--- config.mk ---
export PLATFORM = sky130hd
export DESIGN_NAME = char_lcd_sequencer
export DESIGN_NICKNAME = d
export VERILOG_FILES = /design/src/rtl/char_lcd_pkg.sv /design/src/rtl/char_lcd_cmd_fifo.sv /design/src/rtl/char_lcd_sequencer.sv
export SDC_FILE = /design/constraint.sdc
export NUM_CORES = 1
export LEC_CHECK = 0
export ABC_AREA = 1
export BUFFER_PORTS_ARGS = -buffer_cell sky130_fd_sc_hd__buf_2
export CAP_MARGIN = 40
export CORE_MARGIN = 1
export CORE_UTILIZATION = 30
export CTS_BUF_LIST = sky130_fd_sc_hd__clkbuf_8 sky130_fd_sc_hd__clkbuf_16
export DETAILED_ROUTE_END_ITERATION = 7
export PLACE_DENSITY_LB_ADDON = 0.1
export SLEW_MARGIN = 20
export SYNTH_ARGS = -nofsm -noshare
export SYNTH_HDL_FRONTEND = slang
export SYNTH_HIERARCHICAL = 1
export SYNTH_SLANG_ARGS = --single-unit
--- constraint.sdc ---
create_clock -name i_clk -period 2.1 [get_ports i_clk]
set_input_delay 0 -clock i_clk [delete_from_list [all_inputs] [get_ports i_clk]]
set_output_delay 0 -clock i_clk [all_outputs]
set_load 0.05 [all_outputs]
--- src/rtl/char_lcd_pkg.sv ---
// Shared types and constants for the HD44780 character LCD sequencer:
// FSM state encoding, LCD opcodes, power-up init ROM and a us->cycles helper.
package char_lcd_pkg;

   typedef enum logic [2:0] {
      ST_POWER_WAIT,
      ST_INIT_LOAD,
      ST_SETUP,
      ST_EN_HIGH,
      ST_HOLD,
      ST_EXEC_WAIT,
      ST_IDLE
   } state_t;

   localparam logic [7:0] FUNC_SET_8B2L = 8'h38;  // 8-bit bus, 2 lines, 5x8 font
   localparam logic [7:0] DISP_ON       = 8'h0C;  // display on, cursor off, blink off
   localparam logic [7:0] CLEAR         = 8'h01;
   localparam logic [7:0] ENTRY_INC     = 8'h06;  // increment address, no shift

   localparam int INIT_LEN = 6;

   // Entry 0 sits in the lowest byte so INIT_ROM[idx] reads in issue order.
   localparam logic [INIT_LEN-1:0][7:0] INIT_ROM = {
      ENTRY_INC, CLEAR, DISP_ON, FUNC_SET_8B2L, FUNC_SET_8B2L, FUNC_SET_8B2L
   };

   function automatic int unsigned us_to_cyc(input int unsigned us,
                                             input int unsigned cyc_per_us);
      return us * cyc_per_us;
   endfunction

endpackage

--- src/rtl/char_lcd_cmd_fifo.sv ---
// Synchronous command FIFO placed in front of the LCD sequencer when
// CHAR_LCD_CMD_FIFO_EN is defined. Show-ahead read data, registered ready
// (not full) flag, pushes refused while full even if a pop happens the same cycle.
module char_lcd_cmd_fifo #(
   parameter int DEPTH = 16,
   parameter int WIDTH = 9
) (
   input  logic             i_clk,
   input  logic             i_reset,
   input  logic             i_push,
   input  logic [WIDTH-1:0] i_wdata,
   output logic             o_ready,
   input  logic             i_pop,
   output logic [WIDTH-1:0] o_rdata,
   output logic             o_empty
);

   localparam int AW = $clog2(DEPTH);

   logic [WIDTH-1:0] r_mem [DEPTH];
   logic [AW-1:0]    r_wptr;
   logic [AW-1:0]    r_rptr;
   logic [AW:0]      r_count;
   logic             r_ready;
   logic [AW:0]      w_count_nxt;
   logic             w_push;
   logic             w_pop;

   assign w_push  = i_push & r_ready;
   assign w_pop   = i_pop & (r_count != '0);
   assign o_ready = r_ready;
   assign o_rdata = r_mem[r_rptr];
   assign o_empty = (r_count == '0);

   // Occupancy after this cycle's push/pop, used to precompute the ready flag.
   always_comb begin
      w_count_nxt = r_count;
      if (w_push && !w_pop)      w_count_nxt = r_count + (AW+1)'(1);
      else if (!w_push && w_pop) w_count_nxt = r_count - (AW+1)'(1);
   end

   // Storage array; contents need no reset since pointers define validity.
   always_ff @(posedge i_clk) begin
      if (w_push) r_mem[r_wptr] <= i_wdata;
   end

   // Pointers, count and registered ready; reset flushes the FIFO.
   always_ff @(posedge i_clk) begin
      if (i_reset) begin
         r_wptr  <= '0;
         r_rptr  <= '0;
         r_count <= '0;
         r_ready <= 1'b0;
      end else begin
         if (w_push) r_wptr <= r_wptr + AW'(1);
         if (w_pop)  r_rptr <= r_rptr + AW'(1);
         r_count <= w_count_nxt;
         r_ready <= (w_count_nxt != (AW+1)'(DEPTH));
      end
   end

endmodule

--- src/rtl/char_lcd_sequencer.sv ---
// HD44780 16x2 character LCD sequencer, 8-bit write-only bus.
// Runs the power-up init sequence after reset, then forwards {rs,data}
// writes from a valid/ready requester, generating setup / enable / hold
// and execution-wait timing with a single down-counter.
// Optional: define CHAR_LCD_CMD_FIFO_EN to put a 16-deep command FIFO in
// front of the FSM (writes accepted even during init).
module char_lcd_sequencer
   import char_lcd_pkg::*;
#(
   parameter int unsigned CLK_FREQ_HZ  = 50000000,
   parameter int unsigned T_POWER_US   = 20000,
   parameter int unsigned T_INIT_US    = 4100,
   parameter int unsigned T_EXEC_US    = 40,
   parameter int unsigned T_LONG_US    = 1640,
   parameter int unsigned SETUP_CYC    = 2,
   parameter int unsigned EN_PULSE_CYC = 25,
   parameter int unsigned HOLD_CYC     = 2
) (
   input  logic       i_clk,
   input  logic       i_reset,
   input  logic       i_cmd_valid,
   output logic       o_cmd_ready,
   input  logic       i_cmd_rs,
   input  logic [7:0] i_cmd_data,
   output logic       o_init_done,
   output logic       o_busy,
   output logic [7:0] o_lcd_data,
   output logic       o_lcd_rs,
   output logic       o_lcd_rw,
   output logic       o_lcd_en,
   output logic       o_lcd_on,
   output logic       o_lcd_blon
);

   localparam int unsigned CYC_PER_US = CLK_FREQ_HZ / 1000000;
   localparam int unsigned P_POWER    = us_to_cyc(T_POWER_US, CYC_PER_US);
   localparam int unsigned P_INIT     = us_to_cyc(T_INIT_US,  CYC_PER_US);
   localparam int unsigned P_EXEC     = us_to_cyc(T_EXEC_US,  CYC_PER_US);
   localparam int unsigned P_LONG     = us_to_cyc(T_LONG_US,  CYC_PER_US);
   localparam int          CNT_W      = $clog2(P_POWER + 1);

   // A timed state lasting n cycles loads n-1 and leaves when it reads 0.
   function automatic logic [CNT_W-1:0] ld(input int unsigned n);
      return CNT_W'(n - 1);
   endfunction

   state_t           r_state;
   logic [CNT_W-1:0] r_cnt;
   logic [2:0]       r_idx;
   logic [8:0]       r_byte;       // {rs, data} of the write in flight
   logic             r_init_done;
   logic             r_busy;
   logic [7:0]       r_lcd_data;
   logic             r_lcd_rs;
   logic             r_lcd_en;
   logic             r_lcd_on;

   logic             w_req_valid;
   logic [8:0]       w_req_word;
   logic             w_take;
   logic [CNT_W-1:0] w_exec_ld;

   assign w_take = (r_state == ST_IDLE) && r_init_done && w_req_valid;

`ifdef CHAR_LCD_CMD_FIFO_EN
   logic w_fifo_ready;
   logic w_fifo_empty;

   char_lcd_cmd_fifo #(.DEPTH(16), .WIDTH(9)) u_cmd_fifo (
      .i_clk   (i_clk),
      .i_reset (i_reset),
      .i_push  (i_cmd_valid),
      .i_wdata ({i_cmd_rs, i_cmd_data}),
      .o_ready (w_fifo_ready),
      .i_pop   (w_take),
      .o_rdata (w_req_word),
      .o_empty (w_fifo_empty)
   );

   assign w_req_valid = !w_fifo_empty;
   assign o_cmd_ready = w_fifo_ready;
`else
   logic r_cmd_ready;

   assign w_req_valid = i_cmd_valid & r_cmd_ready;
   assign w_req_word  = {i_cmd_rs, i_cmd_data};
   assign o_cmd_ready = r_cmd_ready;

   // Ready only while parked in IDLE after init; drops right after a transfer.
   always_ff @(posedge i_clk) begin
      if (i_reset) r_cmd_ready <= 1'b0;
      else         r_cmd_ready <= (r_state == ST_IDLE) && r_init_done && !w_take;
   end
`endif

   // Execution wait for the byte just strobed: long init waits for the first
   // two function-sets, long command waits for clear/home, short otherwise.
   always_comb begin
      w_exec_ld = ld(P_EXEC);
      if (!r_init_done && (r_idx < 3'd2))            w_exec_ld = ld(P_INIT);
      else if (!r_byte[8] && (r_byte[7:2] == 6'd0))  w_exec_ld = ld(P_LONG);
   end

   // Main sequencer; LCD pins are registered one cycle behind the state.
   always_ff @(posedge i_clk) begin
      if (i_reset) begin
         r_state     <= ST_POWER_WAIT;
         r_cnt       <= ld(P_POWER);
         r_idx       <= '0;
         r_byte      <= '0;
         r_init_done <= 1'b0;
         r_busy      <= 1'b0;
         r_lcd_data  <= '0;
         r_lcd_rs    <= 1'b0;
         r_lcd_en    <= 1'b0;
         r_lcd_on    <= 1'b0;
      end else begin
         r_lcd_on <= 1'b1;
         r_lcd_en <= (r_state == ST_EN_HIGH);
         r_busy   <= !((r_state == ST_IDLE) || (r_state == ST_POWER_WAIT));
         if (r_state == ST_SETUP) begin
            r_lcd_rs   <= r_byte[8];
            r_lcd_data <= r_byte[7:0];
         end

         case (r_state)
            ST_POWER_WAIT: begin
               if (r_cnt == '0) r_state <= ST_INIT_LOAD;
               else             r_cnt   <= r_cnt - CNT_W'(1);
            end
            ST_INIT_LOAD: begin
               r_byte  <= {1'b0, INIT_ROM[r_idx]};
               r_cnt   <= ld(SETUP_CYC);
               r_state <= ST_SETUP;
            end
            ST_SETUP: begin
               if (r_cnt == '0) begin
                  r_cnt   <= ld(EN_PULSE_CYC);
                  r_state <= ST_EN_HIGH;
               end else r_cnt <= r_cnt - CNT_W'(1);
            end
            ST_EN_HIGH: begin
               if (r_cnt == '0) begin
                  r_cnt   <= ld(HOLD_CYC);
                  r_state <= ST_HOLD;
               end else r_cnt <= r_cnt - CNT_W'(1);
            end
            ST_HOLD: begin
               if (r_cnt == '0) begin
                  r_cnt   <= w_exec_ld;
                  r_state <= ST_EXEC_WAIT;
               end else r_cnt <= r_cnt - CNT_W'(1);
            end
            ST_EXEC_WAIT: begin
               if (r_cnt != '0) r_cnt <= r_cnt - CNT_W'(1);
               else if (r_init_done) r_state <= ST_IDLE;
               else if (r_idx == 3'(INIT_LEN - 1)) begin
                  r_init_done <= 1'b1;
                  r_state     <= ST_IDLE;
               end else begin
                  r_idx   <= r_idx + 3'd1;
                  r_state <= ST_INIT_LOAD;
               end
            end
            ST_IDLE: begin
               if (w_take) begin
                  r_byte  <= w_req_word;
                  r_cnt   <= ld(SETUP_CYC);
                  r_state <= ST_SETUP;
               end
            end
            default: r_state <= ST_POWER_WAIT;
         endcase
      end
   end

   assign o_init_done = r_init_done;
   assign o_busy      = r_busy;
   assign o_lcd_data  = r_lcd_data;
   assign o_lcd_rs    = r_lcd_rs;
   assign o_lcd_rw    = 1'b0;
   assign o_lcd_en    = r_lcd_en;
   assign o_lcd_on    = r_lcd_on;
   assign o_lcd_blon  = r_lcd_on;

endmodule
==> run summary, run 1 <==
Fin. Hold Viols: 0
met1 Track Usage GR: 0.231
required time worst endpoint: 2.30 ns
largest stage delay on the critical path: 0.41 ns
grt ovf: 0
antenna-violating nets left: 0
Final Max Slew Viols: 0
Clock Latency Late Sink: 0.31 ns
GRT Total Usage: 0.167
HP Start: i_cmd_valid
pwr/cell area: 1090 mW/mm2
Leakage: 1.63 nW
Hold Crit Depth: 4
Num CTS Buffers: 5
path type of the worst min-delay path: input pin to flip-flop
Via-to-Cell Ratio: 4.60
clk_skew: 0.00440 ns
Iteration-0 DRC Markers: 122
Synth Register Bits: 54
die extent in y: 102 um
reg2reg path depth: 10
CP most frequent cell: inv_2
worst reg-to-reg setup slack: 0.26 ns
syn_area_per_cell: 6.82 um2
Die ar.: 0.0104 mm2
top-area cell type share of the netlist area: 0.359
sequential area share after synthesis: 0.359
antenna cells: 0
Critical Path AT: 2.04 ns
Layout Cells excl Fill: 609
global-route wire length before repair: 13,300 um
Synth area leaders: dfxtp_1 36%, nand2_1 13%, nor2_1 7.1%
Worst Hold Path EP: o_cmd_ready$_SDFF_PP0_
final setup violating endpoints: 0
vias in the first global route: 2,652
DRC viols: 0
VDD IR-drop max: 432 uV
CP cell instances: inv_2, nand3_4, inv_2, o21ai_2, nand2_1, clkinv_1, nand2_4, a21oi_1, o21ai_0, nand3_1
met2 Use GR: 0.272
GR Layer Usage met3: 0.0246
Syn Std Cell Area: 0.00301 mm2
Final period util: 0.876
DR WL/cell: 13.2 um
RR Endpoint: r_cnt[3]$_SDFFE_PP1P_
Longest Clk Path Bufs: 2
max_cap viols: 0
Die X: 102 um
TritonCTS Sinks: 54
largest net degree at the start of global routing: 22
CP max FO: 21
Post-Synthesis Cells: 441
Top Family by Delay on Critical Path: simple AND/OR/NAND/NOR gates
worst r2r src: r_state[0]$_SDFFE_PP0P_
status: finished, final reports clean
Slowest cell on crit path: dfxtp_1
CP endpoint kind: flip-flop
clock transition at the registers of the reported paths: 0.10 ns
startpoint types: flip-flop
GR peak layer: met2
via count: 2,800
WL final: 8030 um
WP buf/inv: 3
CP Depth: 10
gp weighted congestion: 0.775
RSZ-0062 raised after global routing: false
dpl cells: 592
asr flop ratio synth: 0
# IOs: 28
Row Count: 36
nets@finish: 491
Pre-antenna DRT Iters: 4
Initial Util: 0.309
layout cells sized above 1: 0.179
yosys warns: 6
CTS H-Tree Depth: 2
Period minus WS final: 1.84 ns
EDFF count, synth: 0
Core Box Area: 0.00973 mm2
initial antenna violation count: 0
HPWL after detailed placement: 5900 um
number of port buffers: 26
CTS tree: done
Max Clk Rate: 543 MHz
leading area contributor after synthesis: dfxtp_1
postcts setup bufs: 0
critical setup path kind: flip-flop to flip-flop
Post-Syn Nets: 457
P&R area growth vs syn: 15.9%
TNS Setup: 0 ns
synth unique cells: 33
root buffer cell: clkbuf_8
Most used DFF post-synth: dfxtp_1
[metrics by stage]
stage	instance area, um2	util	hold slack [ns]	worst slack, ns	total power [mW]
after global placement	3270	0.336	0.238	0.124	3.08
after global routing	3490	0.359	0.0784	0.0741	4.12
after detailed placement	3270	0.336	0.242	0.139	3.06
final	3490	0.359	0.0636	0.260	3.80
after CTS	3480	0.357	0.0220	0.123	3.85
after floorplan	3010	-	0.139	0.448	2.68
[layer usage]
metal  vias up  routed length, um  part of all wire
met3         5                199             0.025
met5         -                  0                 0
met4         0                 51            0.0064
li1       1489                  -                 -
met2        51               3710              0.46
met1      1255               4070              0.51
[final cells by class]
cell class	instances	area, um2
Inverter	44	165
Tap cell	133	166
Fill cell	1087	6240
Clock inverter	3	43.8
Clock buffer	5	68.8
Sequential cell	54	1080
Timing Repair Buffer	41	278
Multi-Input combinational cell	329	1690
[placed cells by master (no fill, tap or decap), drive strengths merged]
cell type / n
nor2: 71
a21oi: 30
nor4: 1
a31oi: 7
xnor2: 2
inv: 43
nand3b: 3
xor2: 8
nand2: 115
conb: 1
o21ai: 41
o211ai: 2
nand4: 4
clkbuf: 5
clkinv: 3
buf: 32
nor3: 5
ha: 4
nand3: 35
dfxtp: 54
dlygate4sd3: 9
bufinv: 1
[cells by family (layout without fill, tap and decap cells)]
family,Yosys count,in the layout,share of synthesized area
DFF,54,54,0.359
buffers and inverters,58,93,0.0848
other,1,1,0.00125
adders and majority gates,4,4,0.0166
AOI/OAI and AO/OA,80,80,0.145
and+or+nand+nor,234,234,0.361
xor gates and xnor gates,10,10,0.0316
[state kept, by name (all words and copies together) (netlist names), named ones only]
signal,count
o_lcd_en,1
r_state,3
o_cmd_ready,1
o_lcd_blon,1
o_init_done,1
o_busy,1
o_lcd_rs,1
r_cnt,20
o_lcd_data,8
r_idx,3
r_byte,9
[worst register-to-register path, delay by kind of cell, from the launching register on]
| family | cells | cell delay (ns) |
|---|---|---|
| and+or+nand+nor | 4 | 0.56 |
| buffers and inverters | 3 | 0.49 |
| DFF | 1 | 0.41 |
| AOI/OAI and AO/OA | 3 | 0.25 |
[cells in the mapped netlist (2+ instances only)]
master    number
buf_6          3
xor2_1         7
nand2_2       11
nand3b_1       3
clkbuf_1       7
a21oi_1       26
o21ai_1       10
nor2_4         4
nand3_2        3
xnor2_1        2
nand2_1      104
clkinv_1       2
inv_2          8
o211ai_1       2
inv_1         34
a31oi_1        7
o21ai_2        2
nor2_1        57
nor3_1         4
buf_4          4
nand3_1       31
o21ai_0       29
nand4_1        4
dfxtp_1       54
a21oi_2        4
ha_1           4
nor2_2         9
[worst max-delay path by stage]
stage                        startpoint                endpoint  slack, ns
2_1_floorplan  o_init_done$_SDFFE_PP0P_   r_cnt[7]$_SDFFE_PP0P_       0.45
4_1_cts         r_state[0]$_SDFFE_PP0P_  r_byte[7]$_SDFFE_PP0P_       0.12
5_1_grt         r_state[0]$_SDFFE_PP0P_  r_byte[7]$_SDFFE_PP0P_       0.07
3_5_place_dp    r_state[0]$_SDFFE_PP0P_  r_byte[7]$_SDFFE_PP0P_       0.14
3_3_place_gp    r_state[0]$_SDFFE_PP0P_  r_byte[7]$_SDFFE_PP0P_       0.12
6_report        r_state[0]$_SDFFE_PP0P_   r_cnt[3]$_SDFFE_PP1P_       0.26
[where the power goes]
group	internal, mW	switching (mW)	leakage (nW)	total, mW
combinational	0.488	1.10	1.13	1.58
sequential	1.27	0.217	0.442	1.48
clock	0.358	0.375	0.0585	0.733
total	2.11	1.69	1.63	3.80
[what timing repair did]
| action | CTS | global route |
|---|---|---|
| hold buffers | 9 | 0 |
| gates resized for setup | 0 | 2 |
| hold endpoints to repair | 9 | 0 |
| endpoints found under the setup margin | 0 | 7 |
Power figures use the tool's default switching activity.
==> run 2: changes to the inputs <==
==> constraint.sdc (replaced) <==
create_clock -name i_clk -period 2.1 [get_ports i_clk]
set_input_delay 0.315 -clock i_clk [delete_from_list [all_inputs] [get_ports i_clk]]
set_output_delay 0.315 -clock i_clk [all_outputs]
set_load 0.05 [all_outputs]
==> run 2 against run 1 <==
Effect of this change:
- register-to-register slack barely moved
- worst setup slack gained 0.011 ns
- count of clock-buffer cells in the layout is the same
- die area is the same
- fmax rose by 0.62%
- sequential share of layout area grew 0.97 points
- combinational power hardly changed
- routed wire length grew 1.3%
- first-iteration DRC count shrank 9.8%
- clock skew grew 0.011 ns
- via count increased by 0.21%
==> run summary, run 2 (synthesis results as in run 1) <==
Iteration-0 DRC Markers: 110 (was 122)
multi-input combinational cell area: 0.00169 mm2 (unchanged)
most frequent cells in the layout: 104 x nand2_1, 57 x nor2_1, 54 x dfxtp_1 (unchanged)
Max Clk Rate: 547 MHz (was 543 MHz)
CP endpoint kind: flip-flop (unchanged)
Pre-antenna DRT Iters: 4 (unchanged)
GRT Total Usage: 0.165 (was 0.167)
HPWL after detailed placement: 5980 um (was 5900 um)
vias in the first global route: 2,630 (was 2,652)
DRC viols: 0 (unchanged)
Fill cells: 1,141 (was 1,087)
Top reg by flops: r_cnt (unchanged)
Hold-fix buffers, CTS: 0 (was 9)
largest net degree at the start of global routing: 31 (was 22)
path type of the worst min-delay path: input pin to flip-flop (unchanged)
CTS H-Tree Depth: 2 (unchanged)
postcts setup bufs: 0 (unchanged)
global-route wire length before repair: 13,200 um (was 13,300 um)
Longest Clk Path Bufs: 2 (unchanged)
status: finished, final reports clean (unchanged)
required time worst endpoint: 2.29 ns (was 2.30 ns)
antenna cells: 0 (unchanged)
grt ovf: 0 (unchanged)
Post-Place Worst Slack: 0.170 ns (was 0.139 ns)
CP max FO: 6 (was 21)
final core occ: 0.348 (was 0.359)
Die ar.: 0.0104 mm2 (unchanged)
WL final: 8140 um (was 8030 um)
Critical Path AT: 2.02 ns (was 2.04 ns)
Core Box Area: 0.00973 mm2 (unchanged)
startpoint types: flip-flop (unchanged)
Final Max Slew Viols: 0 (unchanged)
# resized after CTS: 0 (unchanged)
pwr/cell area: 1130 mW/mm2 (was 1090 mW/mm2)
CTS tree: done (unchanged)
max_cap viols: 0 (unchanged)
Leakage: 1.58 nW (was 1.63 nW)
Row Count: 36 (unchanged)
Clock Latency Late Sink: 0.32 ns (was 0.31 ns)
P&R area growth vs syn: 12.4% (was 15.9%)
clk_skew: 0.0151 ns (was 0.00440 ns)
root buffer cell: clkbuf_8 (unchanged)
gp weighted congestion: 0.824 (was 0.775)
Final period util: 0.871 (was 0.876)
nets@finish: 481 (was 491)
finished layout cell area: 0.00338 mm2 (was 0.00349 mm2)
die extent in y: 102 um (unchanged)
RSZ-0062 raised after global routing: false (unchanged)
max reg flops: 20 (unchanged)
final setup violating endpoints: 0 (unchanged)
most common cell after layout, fill and taps aside: nand2_1 (unchanged)
Fin. Hold Viols: 0 (unchanged)
Die X: 102 um (unchanged)
# IOs: 28 (unchanged)
antenna-violating nets left: 0 (unchanged)
area of placed instances: 0.00325 mm2 (was 0.00327 mm2)
Design Power: 3.81 mW (was 3.80 mW)
dpl cells: 591 (was 592)
critical setup path kind: flip-flop to flip-flop (unchanged)
initial antenna violation count: 0 (unchanged)
WHS: 0.228 ns (was 0.0636 ns)
Initial Util: 0.309 (unchanged)
number of port buffers: 26 (unchanged)
VDD IR-drop max: 458 uV (was 432 uV)
Setup WS post-layout: 0.271 ns (was 0.260 ns)
DR WL/cell: 13.6 um (was 13.2 um)
Num CTS Buffers: 5 (unchanged)
TritonCTS Sinks: 54 (unchanged)
via count: 2,806 (was 2,800)
register area: 0.00108 mm2 (unchanged)
clock transition at the registers of the reported paths: 0.11 ns (was 0.10 ns)
Layout Cells excl Fill: 599 (was 609)
Via-to-Cell Ratio: 4.68 (was 4.60)
layout cells sized above 1: 0.180 (was 0.179)
TNS Setup: 0 ns (unchanged)
Period minus WS final: 1.83 ns (was 1.84 ns)
## run 2: cell types whose count changed in the layout (fill, tap and decap cells not counted), sizes merged
cell | previous run | this run
buf | 32 | 31
dlygate4sd3 | 9 | 0
inv | 43 | 44
clkinv | 3 | 2
## run 2: area by class of cell
| class | count | area share |
|---|---|---|
| well taps | 133 | 0.0492 |
| inverters | 44 | 0.0488 |
| clock inverters | 3 | 0.0141 |
| multi-input cells | 329 | 0.498 |
| repair buffers | 31 | 0.0496 |
| clock buffers | 5 | 0.0203 |
| flip-flops and latches | 54 | 0.320 |
## run 2: path summary, 6_finish.rpt
path | slack, ns | to | from | depth (start not counted)
max | 0.27 | r_cnt[1]$_SDFFE_PP1P_ | r_cnt[16]$_SDFFE_PP1P_ | 8
min | 0.23 | r_byte[6]$_SDFFE_PP0P_ | i_cmd_data[6] | 3
max reg2reg | 0.27 | r_cnt[1]$_SDFFE_PP1P_ | r_cnt[16]$_SDFFE_PP1P_ | 8
min reg2reg | 0.47 | r_byte[3]$_SDFFE_PP0P_ | flip-flop | 2
## run 2: critical path, cell delays in order, from the launching register on
cell      delay, ns
dfxtp_1        0.41
nor2_2         0.18
nand2_1        0.08
nor2_2         0.13
nand3_1        0.24
a21oi_1        0.32
nand2_1        0.16
nand3_1        0.10
o211ai_1       0.07
## run 2: report_power, final
group / internal (mW) / total [mW] / switching [mW]
logic: 0.464 / 1.56 / 1.09
registers: 1.27 / 1.50 / 0.232
clock network: 0.365 / 0.754 / 0.389
## run 2: layer usage
layer	global-route usage	part of all wire
met1	0.233	0.52
met2	0.266	0.45
met3	0.0246	0.023
met4	0.0330	0.0086
met5	0	0
==> run 3: changes to the inputs <==
- clock period: 2.1 -> 2.2 ns (I/O delays scaled with it)
==> run 3 against run 2 <==
Effect of this change:
- die area stayed put
- final cell count stayed put
- hold slack better by 0.0062 ns
- fmax is 6.5% lower
- routed wire length is 2.2% lower
- critical path depth stayed put
- sequential power is 5% lower
- worst setup slack worse by 0.027 ns
- combinational power is 6% lower
- via count is 0.25% lower
==> run summary, run 3 (synthesis results as in run 1) <==
status: finished, final reports clean (unchanged)
Core Box Area: 0.00973 mm2 (unchanged)
CTS H-Tree Depth: 2 (unchanged)
CTS tree: done (unchanged)
Longest Clk Path Bufs: 2 (unchanged)
most common cell after layout, fill and taps aside: nand2_1 (unchanged)
met3 WL post-DR: 175 um (was 189 um)
HPWL after detailed placement: 5920 um (was 5980 um)
Worst Max-Slew Pin Slew: 0.553 ns
Clock Latency Late Sink: 0.32 ns (about the same)
Top reg by flops: r_cnt (unchanged)
WL final: 7960 um (was 8140 um)
most frequent cells in the layout: 104 x nand2_1, 57 x nor2_1, 54 x dfxtp_1 (unchanged)
layout cells sized above 1: 0.180 (unchanged)
Iteration-0 DRC Markers: 144 (was 110)
die extent in y: 102 um (unchanged)
Die ar.: 0.0104 mm2 (unchanged)
max_cap viols: 0 (unchanged)
Hold-fix buffers, CTS: 0 (unchanged)
largest net degree at the start of global routing: 22 (was 31)
Via-to-Cell Ratio: 4.67 (was 4.68)
RSZ-0062 raised after global routing: false (unchanged)
clk_skew: 0.0116 ns (was 0.0151 ns)
antenna-violating nets left: 0 (unchanged)
DR WL/cell: 13.3 um (was 13.6 um)
final setup violating endpoints: 0 (unchanged)
# IOs: 28 (unchanged)
Met2 Routed Length: 3560 um (was 3650 um)
global-route wire length before repair: 13,400 um (was 13,200 um)
vias in the first global route: 2,644 (was 2,630)
Pre-antenna DRT Iters: 4 (unchanged)
final core occ: 0.344 (was 0.348)
DRC viols: 0 (unchanged)
gp weighted congestion: 0.808 (was 0.824)
Max Clk Rate: 511 MHz (was 547 MHz)
initial antenna violation count: 0 (unchanged)
antenna cells: 0 (unchanged)
max reg flops: 20 (unchanged)
startpoint types: flip-flop (unchanged)
top routing layer used: met4 (unchanged)
# resized after CTS: 0 (unchanged)
P&R area growth vs syn: 11.1% (was 12.4%)
grt ovf: 0 (unchanged)
nets@finish: 481 (unchanged)
Final Max Slew Viols: 0 (unchanged)
number of port buffers: 26 (unchanged)
GRT Total Usage: 0.166 (was 0.165)
CP endpoint kind: flip-flop (unchanged)
pwr/cell area: 1040 mW/mm2 (was 1130 mW/mm2)
via count: 2,799 (was 2,806)
Row Count: 36 (unchanged)
TNS Setup: 0 ns (unchanged)
Final period util: 0.889 (was 0.871)
required time worst endpoint: 2.42 ns (was 2.29 ns)
CP max FO: 16 (was 6)
root buffer cell: clkbuf_8 (unchanged)
critical setup path kind: flip-flop to flip-flop (unchanged)
Rel. slew slack: 0.632
clock transition at the registers of the reported paths: 0.11 ns (about the same)
path type of the worst min-delay path: input pin to flip-flop (unchanged)
VDD IR-drop max: 333 uV (was 458 uV)
Fin. Hold Viols: 0 (unchanged)
Period minus WS final: 1.96 ns (was 1.83 ns)
DRT met1 WL: 4100 um (was 4220 um)
TritonCTS Sinks: 54 (unchanged)
Die X: 102 um (unchanged)
Num CTS Buffers: 5 (unchanged)
Critical Path AT: 2.18 ns (was 2.02 ns)
Initial Util: 0.309 (unchanged)
Leakage: 1.56 nW (was 1.58 nW)
postcts setup bufs: 0 (unchanged)
## run 3: cell type report
class / instances / area [um2]
inverter: 44 / 165
clock inverter: 3 / 21.3
fill: 1110 / 6390
clock buffer: 5 / 68.8
sequential: 54 / 1080
multi-input combinational: 329 / 1670
tap: 133 / 166
timing repair buffer: 31 / 168
## run 3: stage by stage
step / area [um2] / hold WS [ns] / total power [mW] / worst slack, ns / cells
after floorplan: 3010 / 0.434 / 2.55 / 0.548 / 441
after global placement: 3250 / 0.470 / 2.92 / 0.276 / 591
after detailed placement: 3250 / 0.468 / 2.91 / 0.276 / 591
after CTS: 3340 / 0.226 / 3.51 / 0.261 / 599
after global routing: 3340 / 0.234 / 3.78 / 0.00415 / 599
final: 3340 / 0.234 / 3.48 / 0.244 / 599
## run 3: layer usage
layer,vias to the layer above,global-route usage
met4,0,0.0451
met5,-,0
li1,1471,-
met3,10,0.0246
met1,1282,0.231
met2,36,0.267
## run 3: power breakdown
group          total, mW  leakage, nW  internal (mW)  switching [mW]
clock network      0.585       0.0441          0.225           0.360
registers           1.42        0.442           1.21           0.214
logic               1.47         1.08          0.439            1.03
total               3.48         1.56           1.87            1.61
## run 3: final timing paths
kind                                 from                     end  slack [ns]  depth (start not counted)
setup / recovery  r_state[0]$_SDFFE_PP0P_  r_byte[7]$_SDFFE_PP0P_        0.24                          8
hold / removal              i_cmd_data[6]  r_byte[6]$_SDFFE_PP0P_        0.23                          3
setup reg to reg  r_state[0]$_SDFFE_PP0P_  r_byte[7]$_SDFFE_PP0P_        0.24                          8
hold reg to reg                 flip-flop  r_byte[2]$_SDFFE_PP0P_        0.47                          2
## run 3: critical path, stage by stage, from the launching register on
cell	delay [ns]
dfxtp_1	0.40
inv_2	0.15
nand3_4	0.11
inv_2	0.23
nand2_1	0.13
o21ai_2	0.47
inv_1	0.14
a21oi_1	0.17
nor2_1	0.05
